==> src/rtl/dpram_pkg.sv <==
// dpram_pkg
// Shared definitions for the byte-enable dual-port RAM with clear sweep.
//   state_t    : sweep sequencer states (ST_CLEAR, ST_RUN)
//   byteCount  : number of byte lanes in a word of the given width
//   byteMerge  : one byte lane of a masked write (also feeds the bypass path)
// Optional build macro used by the RAM: DPRAM_BYPASS_EN (write-first reads).
package dpram_pkg;

  typedef enum logic {
    ST_CLEAR = 1'b0,
    ST_RUN   = 1'b1
  } state_t;

  function automatic int byteCount(input int dataW);
    return dataW / 8;
  endfunction

  // Returns the new lane when its enable is set, otherwise keeps the old lane.
  function automatic logic [7:0] byteMerge(input logic [7:0] oldByte,
                                           input logic [7:0] newByte,
                                           input logic       enable);
    return enable ? newByte : oldByte;
  endfunction

endpackage

==> src/rtl/dpram_bwe_clr_if.sv <==
// dpram_bwe_clr_if
// Bundles the RAM's request/response signals.
//   clr / busy              : sweep restart request and sweep-in-progress flag
//   we, waddr, wdata, wbe   : write port with per-byte enables
//   re, raddr, rdata, rvalid: read port, registered data plus valid strobe
// Modports: master drives requests, slave (the RAM) returns busy/rdata/rvalid.
interface dpram_bwe_clr_if
  import dpram_pkg::*;
#(
  parameter int DATA_W = 32,
  parameter int ADDR_W = 5
);

  localparam int NBYTES = byteCount(DATA_W);

  logic              clr;
  logic              busy;
  logic              we;
  logic [ADDR_W-1:0] waddr;
  logic [DATA_W-1:0] wdata;
  logic [NBYTES-1:0] wbe;
  logic              re;
  logic [ADDR_W-1:0] raddr;
  logic [DATA_W-1:0] rdata;
  logic              rvalid;

  modport master (
    output clr, we, waddr, wdata, wbe, re, raddr,
    input  busy, rdata, rvalid
  );

  modport slave (
    input  clr, we, waddr, wdata, wbe, re, raddr,
    output busy, rdata, rvalid
  );

endinterface

==> src/rtl/dpram_clr_seq.sv <==
// dpram_clr_seq
// Zeroing sweep sequencer: after reset or a clear request it walks every
// address once, then hands the RAM over to normal traffic.
//   clk, reset_n  : clock, asynchronous active-low reset
//   i_clr         : restart the sweep from address 0
//   o_busy        : high while sweeping (decoded from the state register)
//   o_sweepAddr   : address being zeroed this cycle
//   o_sweepWe     : zero-write strobe for o_sweepAddr
module dpram_clr_seq
  import dpram_pkg::*;
#(
  parameter int ADDR_W = 5
) (
  input  logic              clk,
  input  logic              reset_n,
  input  logic              i_clr,
  output logic              o_busy,
  output logic [ADDR_W-1:0] o_sweepAddr,
  output logic              o_sweepWe
);

  state_t            r_state;
  state_t            w_nextState;
  logic [ADDR_W-1:0] r_cnt;
  logic [ADDR_W-1:0] w_nextCnt;

  // State and sweep counter; reset lands in CLEAR at address 0 so busy is
  // asserted the moment reset is applied.
  always_ff @(posedge clk or negedge reset_n) begin
    if (!reset_n) begin
      r_state <= ST_CLEAR;
      r_cnt   <= '0;
    end else begin
      r_state <= w_nextState;
      r_cnt   <= w_nextCnt;
    end
  end

  // Next state: the sweep ends after the all-ones address is written; a
  // clear request overrides everything and restarts from 0.
  always_comb begin
    w_nextState = r_state;
    w_nextCnt   = r_cnt;
    o_sweepWe   = 1'b0;
    case (r_state)
      ST_CLEAR: begin
        o_sweepWe = 1'b1;
        if (r_cnt == '1) begin
          w_nextState = ST_RUN;
          w_nextCnt   = '0;
        end else begin
          w_nextCnt = r_cnt + 1'b1;
        end
      end
      ST_RUN: begin
        w_nextState = ST_RUN;
      end
      default: begin
        w_nextState = ST_CLEAR;
        w_nextCnt   = '0;
      end
    endcase
    if (i_clr) begin
      w_nextState = ST_CLEAR;
      w_nextCnt   = '0;
    end
  end

  assign o_busy      = (r_state == ST_CLEAR);
  assign o_sweepAddr = r_cnt;

endmodule

==> src/rtl/dpram_bwe_clr.sv <==
// dpram_bwe_clr
// Parametrised dual-port RAM: one synchronous byte-enabled write port, one
// registered read port with valid strobe, and a built-in zeroing sweep.
//   clk      : clock, all logic on the rising edge
//   reset_n  : asynchronous active-low reset (restarts the sweep)
//   bus      : dpram_bwe_clr_if slave (clr/busy, write port, read port)
// Build macro DPRAM_BYPASS_EN: when defined, a same-cycle read of the write
// address returns the merged new word (write-first); otherwise the old word
// (read-first, maps straight onto vendor block RAM).
module dpram_bwe_clr
  import dpram_pkg::*;
#(
  parameter int DATA_W = 32,
  parameter int ADDR_W = 5
) (
  input  logic          clk,
  input  logic          reset_n,
  dpram_bwe_clr_if.slave bus
);

  localparam int DEPTH  = 2 ** ADDR_W;
  localparam int NBYTES = byteCount(DATA_W);

  logic [DATA_W-1:0] r_mem [DEPTH];
  logic [DATA_W-1:0] r_rdata;
  logic              r_rvalid;

  logic              w_busy;
  logic [ADDR_W-1:0] w_sweepAddr;
  logic              w_sweepWe;
  logic              w_runWe;
  logic              w_runRe;
  logic [DATA_W-1:0] w_oldWord;
  logic [DATA_W-1:0] w_merged;

  dpram_clr_seq #(
    .ADDR_W(ADDR_W)
  ) u_clrSeq (
    .clk        (clk),
    .reset_n    (reset_n),
    .i_clr      (bus.clr),
    .o_busy     (w_busy),
    .o_sweepAddr(w_sweepAddr),
    .o_sweepWe  (w_sweepWe)
  );

  // Port traffic is only honoured in RUN and is dropped in a clear cycle.
  assign w_runWe = bus.we & ~w_busy & ~bus.clr;
  assign w_runRe = bus.re & ~w_busy & ~bus.clr;

  // Merged word for a masked write: enabled lanes from wdata, the rest from
  // the current contents of the write address.
  assign w_oldWord = r_mem[bus.waddr];
  always_comb begin
    w_merged = '0;
    for (int i = 0; i < NBYTES; i++) begin
      w_merged[8*i +: 8] = byteMerge(w_oldWord[8*i +: 8], bus.wdata[8*i +: 8], bus.wbe[i]);
    end
  end

  // Memory array has no reset; the sweep owns the write port while busy.
  always_ff @(posedge clk) begin
    if (w_sweepWe) begin
      r_mem[w_sweepAddr] <= '0;
    end else if (w_runWe) begin
      r_mem[bus.waddr] <= w_merged;
    end
  end

  // Registered read port; rdata holds whenever no read is accepted.
  always_ff @(posedge clk or negedge reset_n) begin
    if (!reset_n) begin
      r_rvalid <= 1'b0;
      r_rdata  <= '0;
    end else begin
      r_rvalid <= w_runRe;
      if (w_runRe) begin
`ifdef DPRAM_BYPASS_EN
        if (w_runWe && (bus.waddr == bus.raddr)) begin
          r_rdata <= w_merged;
        end else begin
          r_rdata <= r_mem[bus.raddr];
        end
`else
        r_rdata <= r_mem[bus.raddr];
`endif
      end
    end
  end

  assign bus.busy   = w_busy;
  assign bus.rdata  = r_rdata;
  assign bus.rvalid = r_rvalid;

endmodule

==> src/flat_wrapper.sv <==
// flat-port wrapper written by rule: the top's interface ports become plain ports
module dpram_bwe_clr_flat import dpram_pkg::*;
#(
  parameter int DATA_W = 32,
  parameter int ADDR_W = 5
)
  (clk, reset_n, bus_clr, bus_we, bus_waddr, bus_wdata, bus_wbe, bus_re, bus_raddr, bus_busy, bus_rdata, bus_rvalid);
  dpram_bwe_clr_if #(.DATA_W(DATA_W), .ADDR_W(ADDR_W)) bus_i ();
  input  logic clk;
  input  logic reset_n;
  input wire logic [$bits(bus_i.clr)-1:0] bus_clr;
  input wire logic [$bits(bus_i.we)-1:0] bus_we;
  input wire logic [$bits(bus_i.waddr)-1:0] bus_waddr;
  input wire logic [$bits(bus_i.wdata)-1:0] bus_wdata;
  input wire logic [$bits(bus_i.wbe)-1:0] bus_wbe;
  input wire logic [$bits(bus_i.re)-1:0] bus_re;
  input wire logic [$bits(bus_i.raddr)-1:0] bus_raddr;
  output wire logic [$bits(bus_i.busy)-1:0] bus_busy;
  output wire logic [$bits(bus_i.rdata)-1:0] bus_rdata;
  output wire logic [$bits(bus_i.rvalid)-1:0] bus_rvalid;
  assign bus_i.clr = bus_clr;
  assign bus_i.we = bus_we;
  assign bus_i.waddr = bus_waddr;
  assign bus_i.wdata = bus_wdata;
  assign bus_i.wbe = bus_wbe;
  assign bus_i.re = bus_re;
  assign bus_i.raddr = bus_raddr;
  assign bus_busy = bus_i.busy;
  assign bus_rdata = bus_i.rdata;
  assign bus_rvalid = bus_i.rvalid;
  dpram_bwe_clr #(.DATA_W(DATA_W), .ADDR_W(ADDR_W)) u_core (.clk(clk), .reset_n(reset_n), .bus(bus_i));
endmodule
==> config.mk <==
export PLATFORM = sky130hd
export DESIGN_NAME = dpram_bwe_clr_flat
export DESIGN_NICKNAME = d
export VERILOG_FILES = /design/src/rtl/dpram_pkg.sv /design/src/rtl/dpram_bwe_clr_if.sv /design/src/rtl/dpram_clr_seq.sv /design/src/rtl/dpram_bwe_clr.sv /design/src/flat_wrapper.sv
export SDC_FILE = /design/constraint.sdc
export NUM_CORES = 1
export LEC_CHECK = 0
export BUFFER_PORTS_ARGS = -buffer_cell sky130_fd_sc_hd__clkbuf_2
export CORE_ASPECT_RATIO = 1.25
export CORE_UTILIZATION = 45
export CTS_CLUSTER_DIAMETER = 120
export DETAILED_ROUTE_END_ITERATION = 16
export RECOVER_POWER = 100
export SLEW_MARGIN = 10
export SYNTH_ARGS = -nofsm -noshare
export SYNTH_HDL_FRONTEND = slang
export SYNTH_HIERARCHICAL = 1
export SYNTH_SLANG_ARGS = --single-unit
==> constraint.sdc <==
create_clock -name clk -period 2.6 [get_ports clk]
set_input_delay 0 -clock clk [delete_from_list [all_inputs] [get_ports clk]]
set_output_delay 0 -clock clk [all_outputs]
set_load 0.005 [all_outputs]
==> flow_summary.toml <==
[outcome]
status = "complete, no violations"

[routing]
drc = 0
vias_per_cell = 5.72
routed_wl_um = 105000
drt_iter0_markers = 2084
dr.pass1.iters = 5
num_vias = 22957
ant_nets = 0
wl_per_cell_um = 26.2

[synth]
ys.flop_type = "edfxtp_1"
syn_area_per_cell_um2 = 17.6
synthCells = 2403
synth_edf_count = 1024
synth-async-reset-ratio_pct = 3.67
syn-cell-area_um2 = 42300
ys_ff_latch = 1063
synth.distinct_cells = 43
ys_seq_area_share_pct = 74.9
synthesis.nets = 2456
yosys_warnings = 6

[pwr]
power_frac_comb_pct = 5.3
clkPwrFrac_pct = 41.7
power_frac_seq_pct = 52.9
finalPower_mw = 35.6
p_leak_nw = 19.1
power_switching_mw = 7.40
intPower_mw = 28.2
swShare_pct = 20.8
p_per_area_nw_per_um2 = 725
peakVddDrop_uv = 582

[global_routing]
grt_max_degree = 84
grt_pass1_wl_um = 153000
antenna_found_initial = 5
grt_usage_pct = 21.9
grt_pass1_vias = 23373
overflow = 0

[clock_network]
clock_path_buffers = 3
insertion_delay_ps = 660
cts_inserted_buffers = 100
clk_pin_slew_ps = 60
htree_num_levels = 3
cts-root-buf = "clkbuf_16"
cts_tree = "done"
cts.sinks = 1063

[timing]
tightest_slew_ps = 1370
worst_slack_ps = 61.5
fmax_mhz = 394
setup_viol = 0
clock_skew_ps = 31.2
finalSetupTns_ps = 0
min_period_over_period_pct = 97.6
period_minus_slack_ps = 2540
hold_ws_ps = 151
grt_setup_unrepaired = "no"
slew_viol_final = 0
slew_headroom_pct = 8.93
hold_violations = 0

[placed_design]
preCtsSetupSlack_ps = -95.9
gp_congestion = 0.838
port_buffers = 84
dp_hpwl_um = 67600

[finish]
fillers = 7404
drive_gt1_share_pct = 19.7
final_net_count = 2776
area_growth_pct = 16.1

[setup_path]
arrival_ps = 2910
cp.required_ps = 2970
endpoint_kind = "flip-flop"
cp-start-kind = "flip-flop"
worst-path-max-fanout = 22
crit_type = "flip-flop to flip-flop"

[floorplanning]
pin_count = 85
core_area_um2 = 93100
start_util_pct = 45.5
die_w_um = 276
dieArea_um2 = 95300
row_count = 125
die_y_um = 345

[run]
maxCapViolCount = 0

[hold_path]
hp-class = "input port to flip-flop"
==> worst paths after layout <==
kind                                                    from                                          to  slack (ps)  cells past startpoint
max in group asynchronous                            reset_n            u_core/bus.rdata[31]$_DFFE_PN0P_         560                      5
min reg2reg                 u_core/bus.rdata[30]$_DFFE_PN0P_            u_core/bus.rdata[30]$_DFFE_PN0P_         480                      2
min in group asynchronous                            reset_n  u_core/u_clrSeq/o_sweepAddr[2]$_DFFE_PN0P_         850                      4
max                        u_core/u_clrSeq/r_state$_DFF_PN0_              u_core/r_mem[31][28]$_DFFE_PP_          60                     10
min                                             bus_waddr[0]                u_core/r_mem[3][2]$_DFFE_PP_         150                      4
max reg2reg                u_core/u_clrSeq/r_state$_DFF_PN0_              u_core/r_mem[31][28]$_DFFE_PP_          60                     10
==> cell usage after synthesis, types with 2 or more instances <==
cell type / instances / area, µm²
edfxtp_1: 1024 / 30700
mux2i_1: 514 / 5140
nor2_1: 138 / 518
a22oi_1: 128 / 961
a21oi_1: 71 / 355
clkbuf_1: 71 / 267
a22o_1: 64 / 561
a221oi_1: 63 / 552
dfrtp_1: 39 / 976
buf_2: 37 / 185
nand2_1: 36 / 135
and2_1: 33 / 206
o22ai_1: 32 / 200
o41ai_2: 32 / 521
buf_4: 20 / 150
buf_6: 16 / 180
nand2b_1: 10 / 62.6
nor3_1: 10 / 50.1
buf_1: 8 / 30.0
a31oi_2: 6 / 75.1
a41oi_2: 6 / 97.6
nor2b_1: 6 / 37.5
nor4_1: 6 / 37.5
clkbuf_4: 5 / 37.5
a31oi_1: 4 / 25.0
or2_1: 4 / 25.0
ha_1: 2 / 25.0
inv_1: 2 / 7.51
o21ai_0: 2 / 10.0
==> per-layer routing <==
| layer | GRT usage [%] | part of all wire, % | vias to the layer above |
|---|---|---|---|
| li1 | - | - | 10302 |
| met1 | 28.6 | 41 | 11746 |
| met2 | 37.5 | 50 | 736 |
| met3 | 3.45 | 5.6 | 169 |
| met4 | 7.52 | 2.7 | 4 |
| met5 | 0 | 0.020 | - |
==> registers in the layout, indices dropped and copies added (netlist names) <==
name and cells:
u_core/bus.rdata 32, u_core/r_mem 1024, u_core/u_clrSeq/r_state 1, u_core/bus.rvalid 1, u_core/u_clrSeq/o_sweepAddr 5
==> stage by stage <==
| stage | cells | utilization [%] | instance area, µm² |
|---|---|---|---|
| floorplan | 2403 | - | 42400 |
| global placement | 3791 | 49.6 | 46100 |
| detailed placement | 3791 | 49.6 | 46100 |
| CTS | 4011 | 53.7 | 50000 |
| global route | 4013 | 52.8 | 49100 |
| finish | 4014 | 52.8 | 49100 |
==> worst max-delay path: stages, from the launching register on <==
cell and delay [ps]:
dfrtp_1 340, inv_1 110, nor4b_4 330, o41a_4 240
buf_12 170, buf_4 150, nor3_1 60, a21oi_2 200
clkbuf_2 330, nor2_1 90, clkbuf_2 220
==> kinds of logic after synthesis <==
group	share of synthesized area (%)
compound gates	8.02
fa+ha+maj	0.0591
buf+inv	2.06
flops	74.9
mux	12.2
simple gates	2.73
==> layout by cell type (no fill, tap or decap), types with 6 or more instances in the layout <==
cell           count
a21oi_1           71
a221oi_1          63
a22o_1            64
a22oi_1          128
a31oi_2            6
and2_2            24
buf_12            30
buf_2             26
buf_4            100
bufinv_16         12
clkbuf_1          57
clkbuf_16        104
clkbuf_2         107
clkbuf_4          34
clkbuf_8           8
clkinv_1          13
clkinv_2          16
clkinvlp_4         6
dfrtp_1           39
dlygate4sd3_1     34
edfxtp_1        1024
mux2i_1          514
nand2_1           34
nand2b_1           8
nor2_1            92
nor2_2            46
nor3_1            11
nor4_1             6
o22ai_1           32
o41ai_1           31
==> final cells by class <==
cell class | count | area, µm² | area share [%]
Sequential cell | 1063 | 31700 | 64.6
Multi-Input combinational cell | 1180 | 9680 | 19.7
Timing Repair Buffer | 376 | 2840 | 5.78
Clock buffer | 131 | 2780 | 5.66
Tap cell | 1206 | 1510 | 3.07
Clock inverter | 54 | 598 | 1.22
Inverter | 2 | 7.51 | 0.0153
Antenna cell | 2 | 5.00 | 0.0102
==> power by group through the flow <==
stage / clock network [mW] / registers [mW] / logic (mW)
2_1_floorplan: 0 / 19.2 / 1.16
3_3_place_gp: 0 / 19.2 / 1.91
3_5_place_dp: 0 / 19.2 / 1.93
4_1_cts: 15.1 / 18.9 / 1.99
5_1_grt: 15.8 / 18.9 / 2.02
6_report: 14.9 / 18.9 / 1.90
==> repair_timing <==
| action | 4_1_cts | 5_1_grt |
|---|---|---|
| setup buffers | 0 | 1 |
| resized for setup | 33 | 23 |
| hold endpoints to repair | 976 | 0 |
| hold buffers | 35 | 0 |
| setup endpoints to repair | 365 | 306 |
Power figures use the tool's default switching activity.
